File: src/rtl/uart_pkg.sv
// Shared definitions for the FIFO-fed UART transmitter: FSM states and
// frame constants.
package uart_pkg;

    typedef enum logic [2:0] {
        IDLE,
        FETCH,
        LOAD,
        START,
        DATA,
        STOP
    } uart_tx_state_t;

    localparam int   UART_DATA_BITS = 8;
    localparam logic UART_START_LVL = 1'b0;
    localparam logic UART_STOP_LVL  = 1'b1;

endpackage

File: src/rtl/uart_baud_counter.sv
// Counts CLK cycles within one UART bit; bit_end pulses on the last cycle of
// each bit and the counter wraps to zero there.
module uart_baud_counter #(
    parameter int CLKS_PER_BIT = 104
) (
    input  logic CLK,
    input  logic RST,
    input  logic clear,
    input  logic en,
    output logic bit_end
);

    localparam int CNT_W = (CLKS_PER_BIT > 1) ? $clog2(CLKS_PER_BIT) : 1;
    localparam logic [CNT_W-1:0] LAST_CNT = CNT_W'(CLKS_PER_BIT - 1);

    logic [CNT_W-1:0] cnt_q;
    logic [CNT_W-1:0] cnt_d;

    // clear only steers the next count; bit_end stays a function of the
    // current count so the FSM can use it to decide its own transition.
    always_comb begin
        // NOTE: every variable gets a default first, so no path infers a latch.
        cnt_d   = cnt_q;
        bit_end = en && (cnt_q == LAST_CNT);
        if (clear) begin
            cnt_d = '0;
        end else if (bit_end) begin
            cnt_d = '0;
        end else if (en) begin
            cnt_d = cnt_q + CNT_W'(1);
        end
    end

    // NOTE: sequential state uses non-blocking assignments only, so every
    // register samples its inputs from before the clock edge.
    always_ff @(posedge CLK or posedge RST) begin
        if (RST) begin
            cnt_q <= '0;
        end else begin
            cnt_q <= cnt_d;
        end
    end

endmodule

File: src/rtl/fifo_uart_tx.sv
// 8N1 UART transmitter that pops bytes from a registered-read FIFO and
// shifts them out LSB first on a registered tx line.
module fifo_uart_tx
    import uart_pkg::*;
#(
    parameter int CLKS_PER_BIT = 104
) (
    input  logic       CLK,
    input  logic       RST,
    input  logic       enable,
    input  logic       fifo_empty,
    input  logic [7:0] fifo_data,
    output logic       fifo_read,
    output logic       tx,
    output logic       busy,
    output logic       tx_done
);

    localparam logic [2:0] LAST_BIT = 3'(UART_DATA_BITS - 1);

    uart_tx_state_t state_q;
    uart_tx_state_t state_d;

    logic [UART_DATA_BITS-1:0] shreg_q;
    logic [UART_DATA_BITS-1:0] shreg_d;
    logic [2:0]                bit_cnt_q;
    logic [2:0]                bit_cnt_d;
    logic                      tx_q;
    logic                      tx_d;

    logic bit_end;
    logic baud_clear;
    logic baud_en;

    uart_baud_counter #(
        .CLKS_PER_BIT(CLKS_PER_BIT)
    ) u_baud (
        .CLK    (CLK),
        .RST    (RST),
        .clear  (baud_clear),
        .en     (baud_en),
        .bit_end(bit_end)
    );

    always_ff @(posedge CLK or posedge RST) begin
        if (RST) begin
            state_q <= IDLE;
        end else begin
            state_q <= state_d;
        end
    end

    // enable and fifo_empty matter only at the IDLE decision; a running frame
    // always completes.
    always_comb begin
        state_d = state_q;
        case (state_q)
            IDLE:    if (enable && !fifo_empty) state_d = FETCH;
            FETCH:   state_d = LOAD;
            LOAD:    state_d = START;
            START:   if (bit_end) state_d = DATA;
            DATA:    if (bit_end && (bit_cnt_q == LAST_BIT)) state_d = STOP;
            STOP:    if (bit_end) state_d = IDLE;
            default: state_d = IDLE;
        endcase
    end

    // Any state change restarts the baud count, covering entry to every bit.
    always_comb begin
        fifo_read  = (state_q == FETCH);
        busy       = (state_q != IDLE);
        tx_done    = (state_q == STOP) && bit_end;
        baud_en    = (state_q == START) || (state_q == DATA) || (state_q == STOP);
        baud_clear = (state_d != state_q);
        tx         = tx_q;
    end

    // The FIFO's registered read makes fifo_data valid during LOAD, so the
    // byte is captured on the LOAD->START edge.
    always_comb begin
        shreg_d   = shreg_q;
        bit_cnt_d = bit_cnt_q;
        case (state_q)
            LOAD:  shreg_d = fifo_data;
            START: bit_cnt_d = '0;
            DATA: begin
                if (bit_end) begin
                    shreg_d   = shreg_q >> 1;
                    bit_cnt_d = bit_cnt_q + 3'd1;
                end
            end
            default: ;
        endcase
    end

    // tx is registered from the next state so it changes exactly at bit edges.
    always_comb begin
        case (state_d)
            START:   tx_d = UART_START_LVL;
            DATA:    tx_d = shreg_d[0];
            default: tx_d = UART_STOP_LVL;
        endcase
    end

    always_ff @(posedge CLK or posedge RST) begin
        if (RST) begin
            shreg_q   <= '0;
            bit_cnt_q <= '0;
            tx_q      <= UART_STOP_LVL;
        end else begin
            shreg_q   <= shreg_d;
            bit_cnt_q <= bit_cnt_d;
            tx_q      <= tx_d;
        end
    end

endmodule

File: config.mk
export PLATFORM = sky130hd
export DESIGN_NAME = fifo_uart_tx
export DESIGN_NICKNAME = d
export VERILOG_FILES = /design/src/rtl/uart_pkg.sv /design/src/rtl/uart_baud_counter.sv /design/src/rtl/fifo_uart_tx.sv
export SDC_FILE = /design/constraint.sdc
export NUM_CORES = 1
export LEC_CHECK = 0
export CORE_MARGIN = 1
export CORE_UTILIZATION = 45
export CTS_CLUSTER_DIAMETER = 50
export DETAILED_ROUTE_END_ITERATION = 10
export PLACE_DENSITY_LB_ADDON = 0.3
export REMOVE_ABC_BUFFERS = 1
export SYNTH_ARGS = -nofsm -noshare
export SYNTH_HDL_FRONTEND = slang
export SYNTH_HIERARCHICAL = 1
export SYNTH_SLANG_ARGS = --single-unit
File: constraint.sdc
create_clock -name CLK -period 4.9 [get_ports CLK]
set_input_delay 1.225 -clock CLK [delete_from_list [all_inputs] [get_ports CLK]]
set_output_delay 1.225 -clock CLK [all_outputs]
set_load 0.1 [all_outputs]
==> results of run 1 <==
[worst max-delay path: stages, from the launching register on]
cell and delay, ns:
dfrtp_1 0.67, nand2_1 0.24, o21ai_0 0.62, nand4_1 0.27, nor3_1 0.22, buf_4 0.23, nand2_1 0.07, nor2_1 0.22
buf_12 0.20
[placed cells by master, fill, tap and decap left out, drive strengths merged, types with 3 or more instances in the layout]
cell	synthesis	routed
clkdlybuf4s50	0	14
o22ai	5	5
nor3	3	3
a21o	6	6
nor2b	4	4
ha	3	3
nor2	9	9
a21oi	5	5
nand2	9	9
inv	5	5
or3	3	3
clkbuf	0	3
buf	7	4
o21ai	4	4
dfrtp	21	21
nand2b	3	3
a22o	7	7
a211oi	4	4
[power by group through the flow]
stage / Clock (mW) / Sequential, mW / Combinational [mW]
after floorplan: 0 / 0.190 / 0.00699
after global placement: 0 / 0.190 / 0.0168
after detailed placement: 0 / 0.191 / 0.0174
after CTS: 0.145 / 0.187 / 0.0174
after global routing: 0.151 / 0.188 / 0.0193
final: 0.144 / 0.187 / 0.0170
[stage by stage]
stage | instance area, sq um | setup TNS, ns
floorplan | 1214 | -0.05078
global placement | 1434 | 0
detailed placement | 1434 | 0
CTS | 1486 | 0
global route | 1486 | 0
finish | 1486 | 0
[kinds of logic after synthesis]
group / after synthesis / synth area share
AOI/OAI and AO/OA: 42 / 0.2450
and+or+nand+nor: 41 / 0.2000
DFF: 22 / 0.4410
buffers and inverters: 12 / 0.04500
muxes: 3 / 0.02500
adders and majority gates: 3 / 0.03000
xor gates and xnor gates: 2 / 0.01400
[cell type report]
class                   instances  area (sq um)
fillers                       218          1059
multi-input cells              91         643.1
flip-flops and latches         22         551.8
repair buffers                 18         182.7
well taps                      30         37.54
clock inverters                 1         30.03
clock buffers                   3         22.52
inverters                       5         18.77
[synth_stat cells (all sizes together) (3+ instances only)]
| master | n | area share |
|---|---|---|
| nor2 | 9 | 0.029 |
| o21ai | 4 | 0.016 |
| nand2b | 3 | 0.015 |
| o22ai | 5 | 0.025 |
| a211oi | 4 | 0.028 |
| ha | 3 | 0.030 |
| or3 | 3 | 0.015 |
| nor3 | 3 | 0.012 |
| a21o | 6 | 0.036 |
| nand2 | 9 | 0.029 |
| nor2b | 4 | 0.020 |
| inv | 5 | 0.015 |
| dfrtp | 21 | 0.42 |
| a21oi | 5 | 0.020 |
| buf | 7 | 0.030 |
| a22o | 7 | 0.049 |
[sequential cells by signal, indices dropped and copies added (netlist names)]
register      cells
state_q           3
tx                1
shreg_q           8
u_baud/cnt_q      7
bit_cnt_q         3
[how the worst max path moves through the flow]
stage	depth (start not counted)	slack (ns)	to
after floorplan	6	-0.05	tx_done
after global placement	8	1.11	tx_done
after detailed placement	8	1.01	tx_done
after CTS	8	0.65	tx_done
after global routing	8	0.35	tx_done
final	8	0.60	tx_done
[layer usage]
| metal | vias to the layer above | GRT usage |
|---|---|---|
| met3 | 2 | 0.03333 |
| met1 | 497 | 0.2385 |
| met5 | - | 0 |
| li1 | 499 | - |
| met2 | 22 | 0.3153 |
| met4 | 0 | 0.07265 |
==> impl_metrics.py, run 1 <==
metrics = {
    "outcome": {
        "status": "completed",
    },
    "worst_hold_path": {
        "hp-class": "flop to flop",
        "hold_start": "shreg_q[4]",
        "min_path_cells": 1,
        "min_to": "shreg_q[4]",
    },
    "cts": {
        "ctsResizeCount": 0,
        "cts-root-buf": "clkbuf_4",
        "cts_sinks": 22,
        "h-tree-depth": 1,
        "cts_made_buffers": 3,
        "cts_setup_buffers": 0,
        "path_clk_slew_ns": 0.13,
        "clock_path_buffers": 2,
        "cts_hold_buf": 0,
        "tritoncts": "built",
        "worstSkewPairLatency_ns": 0.32,
    },
    "worst_setup_path": {
        "crit_type": "flop to primary output",
        "crit_path_start": "state_q[0]",
        "r2r_setup_slack_ns": 1.29,
        "worstReg2RegEnd": "u_baud/cnt_q[5]",
        "worstSetupStartpointType": "flop",
        "r2r-start": "state_q[0]",
        "critPathRequiredTime_ns": 3.67,
        "end_kind": "primary output",
        "arrival_ns": 3.08,
        "reg2regPathDepth": 11,
        "crit_fanout": 16,
    },
    "grt": {
        "grt_use_total": 0.1888,
        "grt_max_degree": 23,
        "gr-total-overflow": 0,
        "grt_pass1_wl_mm": 3.995,
        "grt_pass1_vias": 887,
        "antenna_found_initial": 0,
    },
    "drt": {
        "avgRoutedWirePerCell_um": 14.61,
        "first_iter_violations": 19,
        "num_vias": 1020,
        "routed_wl_mm": 2.483,
        "drc": 0,
        "first_pass_iters": 4,
        "top_layer_used": "met4",
        "ant_nets": 0,
        "dr_wl_met3_um": 69,
        "viasPerCell": 6.000,
        "drt-met1-wl_mm": 1.167,
        "wl_met2_mm": 1.226,
    },
    "finish": {
        "instances_no_fill": 170,
        "drive_above_1_share": 0.1143,
        "final_nets": 156,
        "antenna_cells": 0,
        "syn_to_final_growth_pct": 18.80,
        "fin_util": 0.5841,
    },
    "power": {
        "p_switching_mw": 0.06908,
        "power.density_nw_per_um2": 233.8,
        "vdd_ir_drop_max_v": 0.0001924,
        "total_power_mw": 0.3476,
        "p_sw_frac": 0.1987,
        "clockPowerShare": 0.413,
        "power_frac_seq": 0.538,
        "leakage_nw": 0.6675,
        "pwr-share-comb": 0.049,
        "internal_power_mw": 0.2785,
    },
    "synth": {
        "synth.distinct_cells": 45,
        "syn_inst": 125,
        "seq_area_frac_synth": 0.4410,
        "yosysWarnings": 6,
        "syn_area_sq_um": 1251,
        "yosys_most_used_dff": "dfrtp_1",
        "async_reset_ff_frac": 1.000,
        "syn_avg_cell_area_sq_um": 10.01,
        "ys_ff_latch": 22,
        "synth-edff-count": 0,
    },
    "sta": {
        "setup_slack_ns": 0.5955,
        "fmax_ghz": 0.2323,
        "tightest_slew_ns": 0.9661,
        "rsz0062_at_grt": "no",
        "finalCriticalPeriod_ns": 4.305,
        "finalSetupViolations": 0,
        "hold_viol": 0,
        "slew_violations": 0,
        "relSlewSlack": 0.3539,
        "fin_crit_sh": 0.8785,
        "skew_ns": 0.002375,
        "hold_ws_ns": 0.4927,
    },
    "die": {
        "die_height_um": 54.73,
        "io_pins": 16,
        "die-area_sq_um": 2995,
        "rows": 18,
        "core-area_sq_um": 2545,
        "die_w_um": 54.73,
        "start_util": 0.4916,
    },
    "placed_design": {
        "io_buffers": 15,
        "place_ws_ns": 1.011,
        "place_inst": 166,
        "gp_routability_congestion": 0.7956,
        "dpl.hpwl_mm": 1.822,
    },
    "flow_run": {
        "cap_violations": 0,
    },
}
Power figures use the tool's default switching activity.
==> inputs of run 2 (changes only) <==
--- a/config.mk
+++ b/config.mk
@@ -9,7 +9,7 @@
 export CORE_UTILIZATION = 45
 export CTS_CLUSTER_DIAMETER = 50
 export DETAILED_ROUTE_END_ITERATION = 10
-export PLACE_DENSITY_LB_ADDON = 0.3
+export PLACE_DENSITY = 0.79
 export REMOVE_ABC_BUFFERS = 1
 export SYNTH_ARGS = -nofsm -noshare
 export SYNTH_HDL_FRONTEND = slang
==> impl_metrics.py, run 2 (synthesis results as in run 1) <==
metrics = {
    "sta": {
        "rsz0062_at_grt": "no",
        "fmax_ghz": 0.2323,
        "setup_tns_ns": 0,
        "tightest_slew_ns": 0.9677,
        "skew_ns": 0.001460,
        "hold_viol": 0,
        "hold_ws_ns": 0.4955,
        "finalSetupViolations": 0,
        "setup_slack_ns": 0.5959,
        "relSlewSlack": 0.3528,
        "finalCriticalPeriod_ns": 4.304,
        "fin_crit_sh": 0.8784,
        "slew_violations": 0,
    },
    "power": {
        "vdd_ir_drop_max_v": 0.0001768,
        "leakage_nw": 0.6551,
        "power.density_nw_per_um2": 208.4,
    },
    "finish": {
        "fin_util": 0.5747,
        "final_common_cell": "dfrtp_1",
        "top_regs": "shreg_q x8, u_baud/cnt_q x7",
        "top_register": "shreg_q",
        "syn_to_final_growth_pct": 16.90,
        "final_cell_mix": "dfrtp_1, clkdlybuf4s50_1, nand2_1, nor2_1, a22o_1",
        "final_nets": 155,
        "final_cell_area_sq_um": 1463,
        "antenna_cells": 0,
        "drive_above_1_share": 0.1079,
        "largest_reg_flops": 8,
    },
    "worst_hold_path": {
        "hp-class": "flop to flop",
        "min_path_cells": 1,
    },
    "cts": {
        "cts_hold_buf": 0,
        "tritoncts": "built",
        "h-tree-depth": 1,
        "clock_path_buffers": 2,
        "cts_sinks": 22,
        "path_clk_slew_ns": 0.12,
        "cts-root-buf": "clkbuf_4",
        "ctsResizeCount": 0,
        "cts_setup_buffers": 0,
        "worstSkewPairLatency_ns": 0.30,
        "cts_made_buffers": 3,
    },
    "worst_setup_path": {
        "crit_fanout": 16,
        "end_kind": "primary output",
        "worstSetupStartpointType": "flop",
        "critPathRequiredTime_ns": 3.67,
        "crit_type": "flop to primary output",
        "arrival_ns": 3.08,
        "reg2regPathDepth": 10,
    },
    "die": {
        "io_pins": 16,
        "die_height_um": 54.73,
        "die_w_um": 54.73,
        "start_util": 0.4916,
        "rows": 18,
        "die-area_sq_um": 2995,
        "core-area_sq_um": 2545,
    },
    "grt": {
        "gr-total-overflow": 0,
        "grt_pass1_wl_mm": 4.333,
        "antenna_found_initial": 0,
        "grt_pass1_vias": 969,
        "grt_max_degree": 23,
        "grt_use_total": 0.2019,
    },
    "drt": {
        "first_iter_violations": 17,
        "viasPerCell": 5.970,
        "ant_nets": 0,
        "routed_wl_mm": 2.489,
        "num_vias": 1009,
        "first_pass_iters": 4,
        "avgRoutedWirePerCell_um": 14.73,
        "drc": 0,
    },
    "placed_design": {
        "dpl.hpwl_mm": 1.837,
        "place_ws_ns": 0.7854,
        "io_buffers": 15,
        "dpl_cell_area_sq_um": 1426,
        "gp_routability_congestion": 0.8147,
    },
    "flow_run": {
        "cap_violations": 0,
    },
    "outcome": {
        "status": "completed",
    },
}
==> run 2: routing by layer <==
layer | global-route usage | share of wire | up-vias
met3 | 0.03333 | 0.029 | 7
met4 | 0.1068 | 0.022 | 0
li1 | - | - | 494
met1 | 0.2666 | 0.46 | 484
met2 | 0.3112 | 0.49 | 24
met5 | 0 | 0 | -
==> run 2: layout make-up <==
| class | count | area, sq um |
|---|---|---|
| repair buffers | 17 | 175.2 |
| inverters | 5 | 18.77 |
| fillers | 224 | 1082 |
| well taps | 30 | 37.54 |
| flip-flops and latches | 22 | 551.8 |
| clock buffers | 4 | 36.28 |
| multi-input cells | 91 | 643.1 |
==> run 2: worst max-delay path: stages (launching register included) <==
cell	delay, ns
dfrtp_1	0.65
nand2_1	0.22
o21ai_0	0.63
nand4_1	0.28
nor3_1	0.46
nand2_1	0.11
nor2_1	0.21
buf_12	0.20
==> run 2: power breakdown <==
group,leakage (nW),switching (mW),internal [mW]
combinational,0.383,0.00627,0.0108
sequential,0.251,0.00215,0.185
clock,0.0210,0.0554,0.0453
total,0.655,0.0638,0.241
==> run 2: final timing paths <==
path,from,to,slack [ns]
setup / recovery,state_q[0],tx_done,0.60
hold / removal,shreg_q[3],shreg_q[3],0.50
setup reg to reg,state_q[0],u_baud/cnt_q[5],0.71
hold reg to reg,shreg_q[3],shreg_q[3],0.50
max in group asynchronous,RST,tx,3.23
min in group asynchronous,RST,u_baud/cnt_q[4],1.16
==> run 2: per-stage QoR <==
step	total power [mW]	cells
2_1_floorplan	0.1969	118
3_3_place_gp	0.2074	165
3_5_place_dp	0.2082	165
4_1_cts	0.3085	169
5_1_grt	0.3172	169
6_report	0.3048	169
==> inputs of run 3 (changes only) <==
--- a/config.mk
+++ b/config.mk
@@ -9,7 +9,8 @@
 export CORE_UTILIZATION = 45
 export CTS_CLUSTER_DIAMETER = 50
 export DETAILED_ROUTE_END_ITERATION = 10
-export PLACE_DENSITY = 0.79
+export DONT_BUFFER_PORTS = 1
+export PLACE_DENSITY = 0.74
 export REMOVE_ABC_BUFFERS = 1
 export SYNTH_ARGS = -nofsm -noshare
 export SYNTH_HDL_FRONTEND = slang
==> constraint.sdc (replaced) <==
create_clock -name CLK -period 3.9 [get_ports CLK]
set_input_delay 0.975 -clock CLK [delete_from_list [all_inputs] [get_ports CLK]]
set_output_delay 0.975 -clock CLK [all_outputs]
set_load 0.1 [all_outputs]
==> impl_metrics.py, run 3 (synthesis results as in run 1) <==
metrics = {
    "finish": {
        "final_nets": 146,
        "drive_above_1_share": 0.1692,
        "top_register": "shreg_q",
        "seqCellArea_sq_um": 551.8,
        "fillCellCount": 226,
        "largest_reg_flops": 8,
        "final_cell_mix": "dfrtp_1, nand2_1, a22o_1, buf_4",
        "antenna_cells": 0,
        "final_cell_area_sq_um": 1381,
        "top_regs": "shreg_q x8, u_baud/cnt_q x7",
        "final_common_cell": "dfrtp_1",
        "fin_util": 0.5428,
        "syn_to_final_growth_pct": 10.40,
        "multi_input_area_sq_um": 648.1,
    },
    "worst_setup_path": {
        "path_common_cell": "nand2_1",
        "r2r-start": "state_q[1]",
        "r2r_setup_slack_ns": 0.73,
        "worstSetupStartpointType": "flop",
        "slowest_delay_ns": 0.58,
        "cp_top_family": "simple AND/OR/NAND/NOR gates",
        "end_kind": "primary output",
        "crit_buf_inv": 2,
        "crit_type": "flop to primary output",
        "crit_slowest_cell": "dfrtp_1",
        "critPathRequiredTime_ns": 2.92,
        "crit_fanout": 13,
        "arrival_ns": 2.40,
        "reg2regPathDepth": 12,
        "worstReg2RegEnd": "u_baud/cnt_q[5]",
        "cp_cell_sequence": "nand2_1, o21ai_0, buf_4, nand4_1, nor3_1, nand2_1, nor2_2, buf_12",
    },
    "power": {
        "total_power_mw": 0.4248,
        "power.density_nw_per_um2": 307.5,
        "vdd_ir_drop_max_v": 0.0001789,
        "leakage_nw": 0.6318,
    },
    "drt": {
        "routed_wl_mm": 2.458,
        "first_pass_iters": 4,
        "viasPerCell": 6.025,
        "ant_nets": 0,
        "drc": 0,
        "num_vias": 964,
        "first_iter_violations": 32,
        "avgRoutedWirePerCell_um": 15.36,
    },
    "sta": {
        "hold_viol": 0,
        "fin_crit_sh": 0.8655,
        "finalSetupViolations": 0,
        "setup_slack_ns": 0.5244,
        "rsz0062_at_grt": "no",
        "skew_ns": 0.003994,
        "fmax_ghz": 0.2962,
        "tightest_slew_ns": 0.9086,
        "finalCriticalPeriod_ns": 3.376,
        "relSlewSlack": 0.3955,
        "slew_violations": 0,
    },
    "grt": {
        "grt_max_degree": 17,
        "grt_use_total": 0.1900,
        "grt_pass1_vias": 880,
        "antenna_found_initial": 0,
        "grt_pass1_wl_mm": 4.008,
        "gr-total-overflow": 0,
    },
    "cts": {
        "cts_setup_buffers": 0,
        "clock_path_buffers": 2,
        "cts-root-buf": "clkbuf_4",
        "ctsResizeCount": 0,
        "cts_hold_buf": 0,
        "cts_made_buffers": 3,
        "h-tree-depth": 1,
        "tritoncts": "built",
        "worstSkewPairLatency_ns": 0.32,
        "cts_sinks": 22,
        "path_clk_slew_ns": 0.13,
    },
    "die": {
        "core-area_sq_um": 2545,
        "rows": 18,
        "die_height_um": 54.73,
        "die_w_um": 54.73,
        "io_pins": 16,
        "die-area_sq_um": 2995,
        "start_util": 0.4916,
    },
    "worst_hold_path": {
        "hp-class": "input port to async pin",
    },
    "placed_design": {
        "io_buffers": 0,
        "dpl_cell_area_sq_um": 1329,
        "place_ws_ns": 0.7773,
        "gp_routability_congestion": 0.8463,
        "dpl.hpwl_mm": 1.787,
    },
    "outcome": {
        "status": "completed",
    },
    "flow_run": {
        "cap_violations": 0,
    },
}
[run 3: cell count changes in the layout (fill, tap and decap cells not counted)]
| cell | change |
|---|---|
| clkdlybuf4s50_1 | -14 |
| nor2_2 | +2 |
| clkbuf_8 | -1 |
| bufinv_16 | +1 |
| buf_4 | +5 |
| nor2_1 | -2 |
[run 3: report_power, final]
part / internal, mW / total [mW] / leakage, nW / switching (mW)
clock network: 0.104 / 0.179 / 0.0279 / 0.0754
registers: 0.232 / 0.235 / 0.251 / 0.00283
logic: 0.00413 / 0.0102 / 0.353 / 0.00608
total: 0.340 / 0.425 / 0.632 / 0.0843
[run 3: cell type report]
class	instances	area share
clock inverter	1	0.02174
tap	30	0.02717
sequential	22	0.3995
multi-input combinational	91	0.4692
inverter	5	0.01359
clock buffer	3	0.01630
timing repair buffer	8	0.05254
[run 3: routing by layer]
layer | vias to the layer above | global-route usage | routed length (um)
met5 | - | 0 | 0
met1 | 465 | 0.2389 | 1103
met3 | 5 | 0.03889 | 90
met2 | 16 | 0.3133 | 1230
met4 | 0 | 0.07692 | 33
li1 | 478 | - | -
[run 3: how the worst max path moves through the flow]
stage / start / end / slack [ns] / cells past startpoint
detailed placement: state_q[1] / u_baud/cnt_q[5] / 0.78 / 12
floorplan: state_q[0] / tx_done / -0.80 / 6
finish: state_q[1] / tx_done / 0.52 / 8
CTS: state_q[1] / tx_done / 0.54 / 8
global placement: state_q[1] / u_baud/cnt_q[5] / 0.96 / 12
global route: state_q[1] / tx_done / 0.30 / 8
[run 3: worst reg2reg max path, cell delays in order, from the launching register on]
cell      delay, ns
dfrtp_1        0.58
nand2_1        0.19
o21ai_0        0.18
buf_4          0.17
nand4_1        0.18
nor3_1         0.32
buf_4          0.26
o211ai_1       0.10
a31oi_1        0.17
buf_4          0.19
o21ai_1        0.11
or4_4          0.43
a211oi_2       0.22
[run 3: per-stage QoR]
step           TNS, ns  hold slack, ns  std cells
6_report             0          0.4446        160
5_1_grt              0          0.4552        160
4_1_cts              0          0.4517        160
3_5_place_dp         0          0.4664        156
3_3_place_gp         0          0.4589        156
2_1_floorplan  -0.8101          0.4500        118
